**src/rtl/sequencer_pkg.sv**
```systemverilog
// Shared encodings and helpers for the sixteen-step sequencer and its LFSR.
package sequencer_pkg;

  typedef enum logic [1:0] {
    DIR_FWD  = 2'b00,
    DIR_REV  = 2'b01,
    DIR_PING = 2'b10,
    DIR_RAND = 2'b11
  } dir_e;

  typedef enum logic {
    PP_UP   = 1'b0,
    PP_DOWN = 1'b1
  } pp_dir_e;

  localparam logic [15:0] DEFAULT_LFSR_SEED = 16'hACE1;
  // Taps for x^16+x^14+x^13+x^11+1 on a left-shifting register (bits 15,13,12,10).
  localparam logic [15:0] LFSR_TAP_MASK     = 16'hB400;

  function automatic logic [15:0] lfsr16_next(input logic [15:0] s);
    return {s[14:0], ^(s & LFSR_TAP_MASK)};
  endfunction

  function automatic logic [3:0] fill_below_msb(input logic [3:0] v);
    return v | (v >> 1) | (v >> 2) | (v >> 3);
  endfunction

endpackage

```
**src/rtl/sixteen_step_sequencer_lfsr16.sv**
```systemverilog
// 16-bit Fibonacci LFSR stepping once per enabled cycle.
module lfsr16
  import sequencer_pkg::*;
#(
  parameter logic [15:0] LFSR_SEED = DEFAULT_LFSR_SEED
) (
  input  logic        i_clock,
  input  logic        i_reset_n,
  input  logic        i_enable,
  output logic [15:0] o_state
);

  logic [15:0] state_q;
  logic [15:0] state_d;

  always_comb begin
    state_d = state_q;
    if (i_enable) state_d = lfsr16_next(state_q);
  end

  always_ff @(posedge i_clock) begin
    if (!i_reset_n) state_q <= LFSR_SEED;
    else            state_q <= state_d;
  end

  assign o_state = state_q;

endmodule

```
**src/rtl/sixteen_step_sequencer.sv**
```systemverilog
// Tempo-driven 16-step index generator with gate and step strobe for a 16x1 CV mux.
module sixteen_step_sequencer
  import sequencer_pkg::*;
#(
  parameter int unsigned TEMPO_WIDTH = 16,
  parameter logic [15:0] LFSR_SEED   = DEFAULT_LFSR_SEED
) (
  input  logic                   i_clock,
  input  logic                   i_reset_n,
  input  logic                   i_run,
  input  logic [TEMPO_WIDTH-1:0] i_tempo,
  input  logic [3:0]             i_length,
  input  logic [1:0]             i_direction,
  input  logic                   i_step_req,
  input  logic                   i_restart,
  output logic [3:0]             o_select,
  output logic                   o_gate,
  output logic                   o_step_strobe
);

  logic [3:0]             sel_q, sel_d;
  logic                   gate_q, gate_d;
  logic                   strobe_q, strobe_d;
  logic [TEMPO_WIDTH-1:0] count_q, count_d;
  pp_dir_e                pp_q, pp_d;

  logic [15:0] lfsr_q;
  logic        lfsr_en;
  logic        advance;
  logic [3:0]  step_adv;
  pp_dir_e     pp_adv;
  logic [3:0]  rnd_bits;
  logic [3:0]  rnd_v;
  logic        go_up;
  dir_e        dir;

  lfsr16 #(
    .LFSR_SEED (LFSR_SEED)
  ) u_lfsr (
    .i_clock   (i_clock),
    .i_reset_n (i_reset_n),
    .i_enable  (lfsr_en),
    .o_state   (lfsr_q)
  );

  // Next step candidate; random mode uses the LFSR value produced by this advance.
  always_comb begin
    dir      = dir_e'(i_direction);
    step_adv = sel_q;
    pp_adv   = pp_q;
    go_up    = 1'b0;
    rnd_bits = 4'(lfsr16_next(lfsr_q));
    rnd_v    = rnd_bits & fill_below_msb(i_length);
    case (dir)
      DIR_FWD: step_adv = (sel_q >= i_length) ? '0 : sel_q + 4'd1;
      DIR_REV: step_adv = (sel_q == '0 || sel_q > i_length) ? i_length : sel_q - 4'd1;
      DIR_PING: begin
        if (i_length == '0) begin
          step_adv = '0;
          pp_adv   = PP_UP;
        end else if (sel_q > i_length) begin
          step_adv = i_length;
          pp_adv   = PP_DOWN;
        end else begin
          // An endpoint always turns the walk around, whatever the stored flag says.
          go_up    = (pp_q == PP_UP && sel_q != i_length) || sel_q == '0;
          step_adv = go_up ? sel_q + 4'd1 : sel_q - 4'd1;
          if (step_adv == i_length) pp_adv = PP_DOWN;
          else if (step_adv == '0)  pp_adv = PP_UP;
          else                      pp_adv = go_up ? PP_UP : PP_DOWN;
        end
      end
      DIR_RAND: step_adv = (rnd_v <= i_length) ? rnd_v : rnd_v - (i_length + 4'd1);
      default:  step_adv = sel_q;
    endcase
  end

  always_comb begin
    sel_d    = sel_q;
    pp_d     = pp_q;
    count_d  = count_q;
    gate_d   = 1'b0;
    strobe_d = 1'b0;
    advance  = 1'b0;
    if (i_restart) begin
      sel_d    = '0;
      count_d  = '0;
      pp_d     = PP_UP;
      strobe_d = 1'b1;
      gate_d   = i_run;
    end else if (i_run) begin
      // >= keeps a shortened tempo from running the count all the way round.
      if (count_q >= i_tempo) begin
        count_d = '0;
        advance = 1'b1;
      end else begin
        count_d = count_q + 1'b1;
      end
      gate_d = (count_d <= (i_tempo >> 1));
    end else begin
      count_d = '0;
      if (i_step_req) begin
        advance = 1'b1;
        gate_d  = 1'b1;
      end
    end
    if (advance) begin
      sel_d    = step_adv;
      pp_d     = pp_adv;
      strobe_d = 1'b1;
    end
    lfsr_en = advance && (dir == DIR_RAND);
  end

  always_ff @(posedge i_clock) begin
    if (!i_reset_n) begin
      sel_q    <= '0;
      gate_q   <= 1'b0;
      strobe_q <= 1'b0;
      count_q  <= '0;
      pp_q     <= PP_UP;
    end else begin
      sel_q    <= sel_d;
      gate_q   <= gate_d;
      strobe_q <= strobe_d;
      count_q  <= count_d;
      pp_q     <= pp_d;
    end
  end

  assign o_select      = sel_q;
  assign o_gate        = gate_q;
  assign o_step_strobe = strobe_q;

endmodule

```
**config.mk**
```make
export PLATFORM = sky130hd
export DESIGN_NAME = sixteen_step_sequencer
export DESIGN_NICKNAME = d
export VERILOG_FILES = /design/src/rtl/sequencer_pkg.sv /design/src/rtl/sixteen_step_sequencer_lfsr16.sv /design/src/rtl/sixteen_step_sequencer.sv
export SDC_FILE = /design/constraint.sdc
export NUM_CORES = 1
export LEC_CHECK = 0
export CAP_MARGIN = 20
export CORE_MARGIN = 5
export CORE_UTILIZATION = 34
export DETAILED_ROUTE_END_ITERATION = 8
export GPL_ROUTABILITY_DRIVEN = 0
export SETUP_SLACK_MARGIN = 0.3
export SYNTH_ARGS = -nofsm -noshare
export SYNTH_HDL_FRONTEND = slang
export SYNTH_HIERARCHICAL = 1
export SYNTH_SLANG_ARGS = --single-unit
```
**constraint.sdc**
```tcl
create_clock -name i_clock -period 7.2 [get_ports i_clock]
set_input_delay 1.08 -clock i_clock [delete_from_list [all_inputs] [get_ports i_clock]]
set_output_delay 1.08 -clock i_clock [all_outputs]
set_load 0.005 [all_outputs]
```
* Yosys cells after proc, flatten, opt, wreduce, memory -nomap -nowiden *
Index checks and enable logic that the tools add are counted.

cells by class
  add/subtract/negate cells = 5
  order comparisons = 5
  equal/unequal tests = 6
  mux-type cells = 28
  bitwise operators = 7
  reduce and logical (&&, ||, !) cells = 12

operator list
  operator                                                             count
  16-bit two-way mux                                                   3
  4-bit two-way mux                                                    8
  16-bit by 1-bit adder with 16-bit output (second input constant)     1
  16-bit >= comparator                                                 1
  16-bit by 15-bit less-or-equal comparator with 1-bit output          1
  1-bit two-way mux                                                    16
  4-bit one-hot mux with 4 select lines                                1
  16-bit XOR reduction                                                 1
  4-bit logical NOT                                                    3
  4-bit by 1-bit adder with 4-bit output (second input constant)       2
  4-bit AND                                                            1
  2-bit == test (second input constant)                                2
  4-bit == test                                                        1
  4-bit >= comparator                                                  1
  4-bit > comparator                                                   1
  4-bit less-or-equal comparator                                       1
  4-bit != test                                                        1
  4-bit by 1-bit bitwise OR with 4-bit output                          1
  4-bit by 2-bit bitwise OR with 4-bit output                          1
  4-bit by 3-bit bitwise OR with 4-bit output                          1
  4-bit by 1-bit subtractor with 4-bit output (second input constant)  1
  4-bit subtractor                                                     1
  1-bit inverter                                                       3
  3-bit OR reduction                                                   1
  other kinds (7)                                                      9

word-level totals
  register bits after elaboration = 39
  bits of input ports = 27
  output and inout bits = 6
  logic and storage cells = 69

* Depth between registers and ports, before layout *
  word-level depth = 11
  mapped depth = 15
  depth with buffers taken out = 15

* By module *
The synthesis kept the hierarchy.

modules (own cells, without submodules)
  module                  instances  cells an instance  area an instance (um^2)  seq. area each (um^2)
  sixteen_step_sequencer  1          343                2680.1                   460.4
  lfsr16                  1          54                 630.6                    320.3

* Worst setup path after synthesis *
No wires, ideal clock.

  path kind = input to register
  start = in i_tempo[10]
  end = reg gate_q, in the netlist o_gate
  library setup time = 0.091 ns
  arrival time = 3.832 ns
  data required time = 7.109 ns
  setup slack = 3.277 ns
  stages on the path = 15
  path buffers = 1
  cell sequence = inv_1 -> ha_1 -> nand4_1 -> nor4_1 -> o31ai_1 -> a21boi_2 -> clkbuf_1 -> nor2_1 -> ha_1 -> a21o_1 -> a21oi_1 -> o21ai_0 -> a2111oi_0 -> a211oi_1 -> a311oi_1

on the way
  longest elaborated chain between the ends = 7

ends and longest elaborated chain
  what                                                             line                           source
  start: declaration                                               sixteen_step_sequencer.sv:11   input logic [TEMPO_WIDTH-1:0] i_tempo,
  16-bit >= comparator                                             sixteen_step_sequencer.sv:93   if (count_q >= i_tempo) begin
  16-bit two-way mux                                               sixteen_step_sequencer.sv:93
  16-bit two-way mux                                               sixteen_step_sequencer.sv:91   end else if (i_run) begin
  16-bit two-way mux                                               sixteen_step_sequencer.sv:85   if (i_restart) begin
  16-bit by 15-bit less-or-equal comparator with 1-bit output (*)  sixteen_step_sequencer.sv:99   gate_d = (count_d <= (i_tempo >> 1));
  1-bit two-way mux (*)                                            sixteen_step_sequencer.sv:91
  1-bit two-way mux (*)                                            sixteen_step_sequencer.sv:85
  end signal: assignment                                           sixteen_step_sequencer.sv:124  gate_q <= gate_d;
  end: declaration                                                 sixteen_step_sequencer.sv:22   logic gate_q, gate_d;

Every way passes the cells marked *; elsewhere a longest branch is shown, timed or not. The select of a mux whose other input is x is not followed.
A chain may end at the register's enable or synchronous reset.

* Worst setup path in the final report *
Ends and elaborated chain as after synthesis.

==> impl_metrics.toml <==
[run_status]
status = "finished clean"

[timing]
setup_tns_ns = 0
drv_slew = 0
tightest_slew_ns = 0.789
grt_setup_unrepaired = "false"
timing.max_slew.rel_slack_pct = 46.9
max_freq_mhz = 215
worst_hold_slack_ns = 0.469
timing.final.crit_share_pct = 64.5
setup_viol_count_final = 0
fin_crit_ns = 4.65
fin_skew_ns = 0.0108
timing_hold_violations_final = 0

[worst_setup_path]
critical_path.max_fanout = 16
critical_path.slowest_cell = "sky130_fd_sc_hd__a21boi_2"
start_kind = "input port"
worstSetupEndpointType = "register"
crit_top_cell = "sky130_fd_sc_hd__ha_1"
critical_path_buf_inv_count = 2
setup.worst_path.class = "input port to register"
timing.critical_path.required_ns = 7.40
crit_family = "compound AO/OA/AOI/OAI gates"
path_cells = "clkdlybuf4s50_1, inv_1, ha_1, nand4_1, nor4_1, o31ai_1, a21boi_2, nor2_1, ha_1, a21o_1, a21oi_1, o21ai_0, a2111oi_0, a211oi_1, a311oi_1"
cp.arrival_ns = 4.84
slowest_delay_ns = 0.58

[global_routing]
grt_start_max_net_pins = 22
initial_antenna_violation_count = 0
grtUsageTotal_pct = 14.0
grt_first_pass_wirelength_um = 13400
grt_pass1_vias = 2847
gr-total-overflow = 0

[cells_and_area]
antenna_cells = 0
share_of_layout_cells_above_drive_strength_1_pct = 4.93
finish.cell_count_without_fillers = 559
syn2layout_area_growth_pct = 15.8
finalNetCount = 495
nFillCells = 1046
final_util_pct = 39.8

[pwr]
ir_drop_uv = 85.3
power.sequential.fraction_pct = 44.1
power_frac_comb_pct = 19.7
power_per_cell_area_nw_per_um2 = 130
internal_power_uw = 368
static-leakage-power_nw = 1.67
switching_share_of_power_pct = 26.5
p_clk_share_pct = 36.2
power.net_switching_uw = 132
total_power_uw = 500

[detailed_routing]
vias = 2909
route.antenna.remaining_nets = 0
met2_wirelength_um = 3870
wire_per_inst_um = 14.1
initialDrtViolationCount = 126
firstDrtPassIters = 4
detail_route.vias_per_cell = 5.20
top_layer_used = "met4"
drt-total-wl_um = 7900
drc = 0
drt-met1-wl_um = 3490
met3_length_um = 376

[clock_tree]
cts_root_buffer = "sky130_fd_sc_hd__clkbuf_8"
numClockSinks = 39
cts_repair_resize_count = 0
cts_setup_buffers = 0
cts_hold_repair.buffers = 0
clock_latency_ns = 0.29
ctsHtreeMaxLevel = 2
clock_path_buffers = 2
inserted_clock_buffers = 5
clock_slew_at_the_register_clock_pins_of_the_worst_setup_and_hold_paths_ns = 0.08
cts_tree = "yes"

[yosys]
yosysTopAreaCellShare_pct = 23.6
synth.distinct_cells = 60
synth_enable_flop_cells = 0
yosys_most_used_dff = "sky130_fd_sc_hd__dfxtp_1"
ranking_of_synthesized_cells_by_area = "sky130_fd_sc_hd__dfxtp_1 24%, sky130_fd_sc_hd__ha_1 16%, sky130_fd_sc_hd__mux2i_1 6.0%"
synth-async-reset-ratio_pct = 0
yosysTopAreaCell = "sky130_fd_sc_hd__dfxtp_1"
total_of_flip_flops_plus_latches_after_synthesis = 39
postSynthNetCount = 467
post_synth_inst_count = 397
post_synth.cell_area_avg_um2 = 8.34
synth-seq-area-share_pct = 23.6
synth_area_um2 = 3310
ys.warnings.count = 6

[floorplan]
die_area_um2 = 11800
die_h_um = 109
die_width_um = 109
ioPinCount = 33
initial_utilization_pct = 34.3
number_of_rows_created_at_floorplan = 36
design.core.area_um2 = 9640

[worst_hold_path]
holdCritPathClass = "register to register"

[job]
max_cap_viol_count = 0

[placed_design]
place.detailed.instances = 551
place_hpwl_um = 6230
io_buffer_count = 32
## layout make-up
cell class	count	area [um^2]	area share, %
Timing Repair Buffer	34	335	8.74
Clock inverter	3	43.8	1.14
Clock buffer	5	68.8	1.79
Inverter	32	120	3.13
Multi-Input combinational cell	313	2320	60.5
Tap cell	133	166	4.34
Sequential cell	39	781	20.4
## flip-flops by register name, indices dropped and copies added, names as in the netlist
signal          flops
count_q            16
u_lfsr/o_state     16
o_select            4
o_gate              1
o_step_strobe       1
pp_q                1
## stage by stage
| step | instance area [um^2] | worst slack, ns |
|---|---|---|
| 2_1_floorplan | 3310 | 3.28 |
| 3_3_place_gp | 3720 | 2.48 |
| 3_5_place_dp | 3720 | 2.41 |
| 4_1_cts | 3830 | 2.57 |
| 5_1_grt | 3830 | 2.09 |
| 6_report | 3830 | 2.55 |
## metal layers
metal | GRT usage (%) | up-vias
met5 | 0 | -
met4 | 5.50 | 0
met3 | 2.49 | 18
met2 | 24.3 | 62
met1 | 17.2 | 1350
li1 | - | 1479
## logic make-up after synthesis
logic type                 after synthesis  synth area share (%)
muxes                                   23                  7.07
adders and majority gates               44                  16.8
DFF                                     39                  23.6
AOI/OAI and AO/OA                       85                  17.8
buffers and inverters                   45                  6.50
xor gates and xnor gates                27                  7.37
and+or+nand+nor                        134                  20.9
## worst paths after layout
kind | end | cells past startpoint | slack (ns) | from
max reg2reg | o_gate | 13 | 3.50 | count_q[10]
max | o_gate | 15 | 2.55 | i_tempo[10]
min | u_lfsr/o_state[15] | 2 | 0.47 | u_lfsr/o_state[14]
min reg2reg | u_lfsr/o_state[15] | 2 | 0.47 | u_lfsr/o_state[14]
## worst min-delay path, delay by kind of cell (launching register included)
kind | cells | cell delay (ns)
AND/OR/NAND/NOR | 1 | 0.06
flip-flops | 1 | 0.33
multiplexers | 1 | 0.07
## Yosys cell counts (6+ instances only)
| cell type | count |
|---|---|
| sky130_fd_sc_hd__nor2_1 | 43 |
| sky130_fd_sc_hd__ha_1 | 42 |
| sky130_fd_sc_hd__dfxtp_1 | 39 |
| sky130_fd_sc_hd__inv_1 | 32 |
| sky130_fd_sc_hd__mux2i_1 | 20 |
| sky130_fd_sc_hd__nand2_1 | 19 |
| sky130_fd_sc_hd__a21oi_1 | 17 |
| sky130_fd_sc_hd__nor2b_1 | 17 |
| sky130_fd_sc_hd__o21ai_0 | 15 |
| sky130_fd_sc_hd__nand3_1 | 14 |
| sky130_fd_sc_hd__xnor2_1 | 14 |
| sky130_fd_sc_hd__xor2_1 | 12 |
| sky130_fd_sc_hd__o21a_1 | 10 |
| sky130_fd_sc_hd__nand4_1 | 8 |
| sky130_fd_sc_hd__a211oi_1 | 6 |
## cells in the final DEF (no fill, tap or decap), types with 4 or more instances in the layout
cell | netlist | routed
sky130_fd_sc_hd__ha_1 | 42 | 42
sky130_fd_sc_hd__nor3_1 | 5 | 5
sky130_fd_sc_hd__dfxtp_1 | 39 | 39
sky130_fd_sc_hd__a31oi_1 | 4 | 4
sky130_fd_sc_hd__nand4_1 | 8 | 8
sky130_fd_sc_hd__clkdlybuf4s50_1 | 0 | 32
sky130_fd_sc_hd__nand2_1 | 19 | 19
sky130_fd_sc_hd__a21oi_1 | 17 | 17
sky130_fd_sc_hd__nor2b_1 | 17 | 17
sky130_fd_sc_hd__xnor2_1 | 14 | 14
sky130_fd_sc_hd__nand3_1 | 14 | 14
sky130_fd_sc_hd__clkbuf_8 | 0 | 5
sky130_fd_sc_hd__mux2i_1 | 20 | 20
sky130_fd_sc_hd__inv_1 | 32 | 32
sky130_fd_sc_hd__o21ai_0 | 15 | 15
sky130_fd_sc_hd__o21a_1 | 10 | 10
sky130_fd_sc_hd__a211oi_1 | 6 | 6
sky130_fd_sc_hd__nor4_1 | 5 | 5
sky130_fd_sc_hd__o211ai_1 | 4 | 4
sky130_fd_sc_hd__a21o_1 | 5 | 5
sky130_fd_sc_hd__xor2_1 | 12 | 12
sky130_fd_sc_hd__nor2_1 | 43 | 43
sky130_fd_sc_hd__and3_1 | 4 | 4
## power groups by stage
stage / Combinational (mW) / Clock, mW / Sequential (mW)
floorplan: 0.0645 / 0 / 0.225
global placement: 0.0967 / 0 / 0.226
detailed placement: 0.0976 / 0 / 0.226
CTS: 0.0985 / 0.191 / 0.221
global route: 0.109 / 0.202 / 0.221
finish: 0.0985 / 0.181 / 0.221
Note: power is estimated with default switching activity, not from simulation.
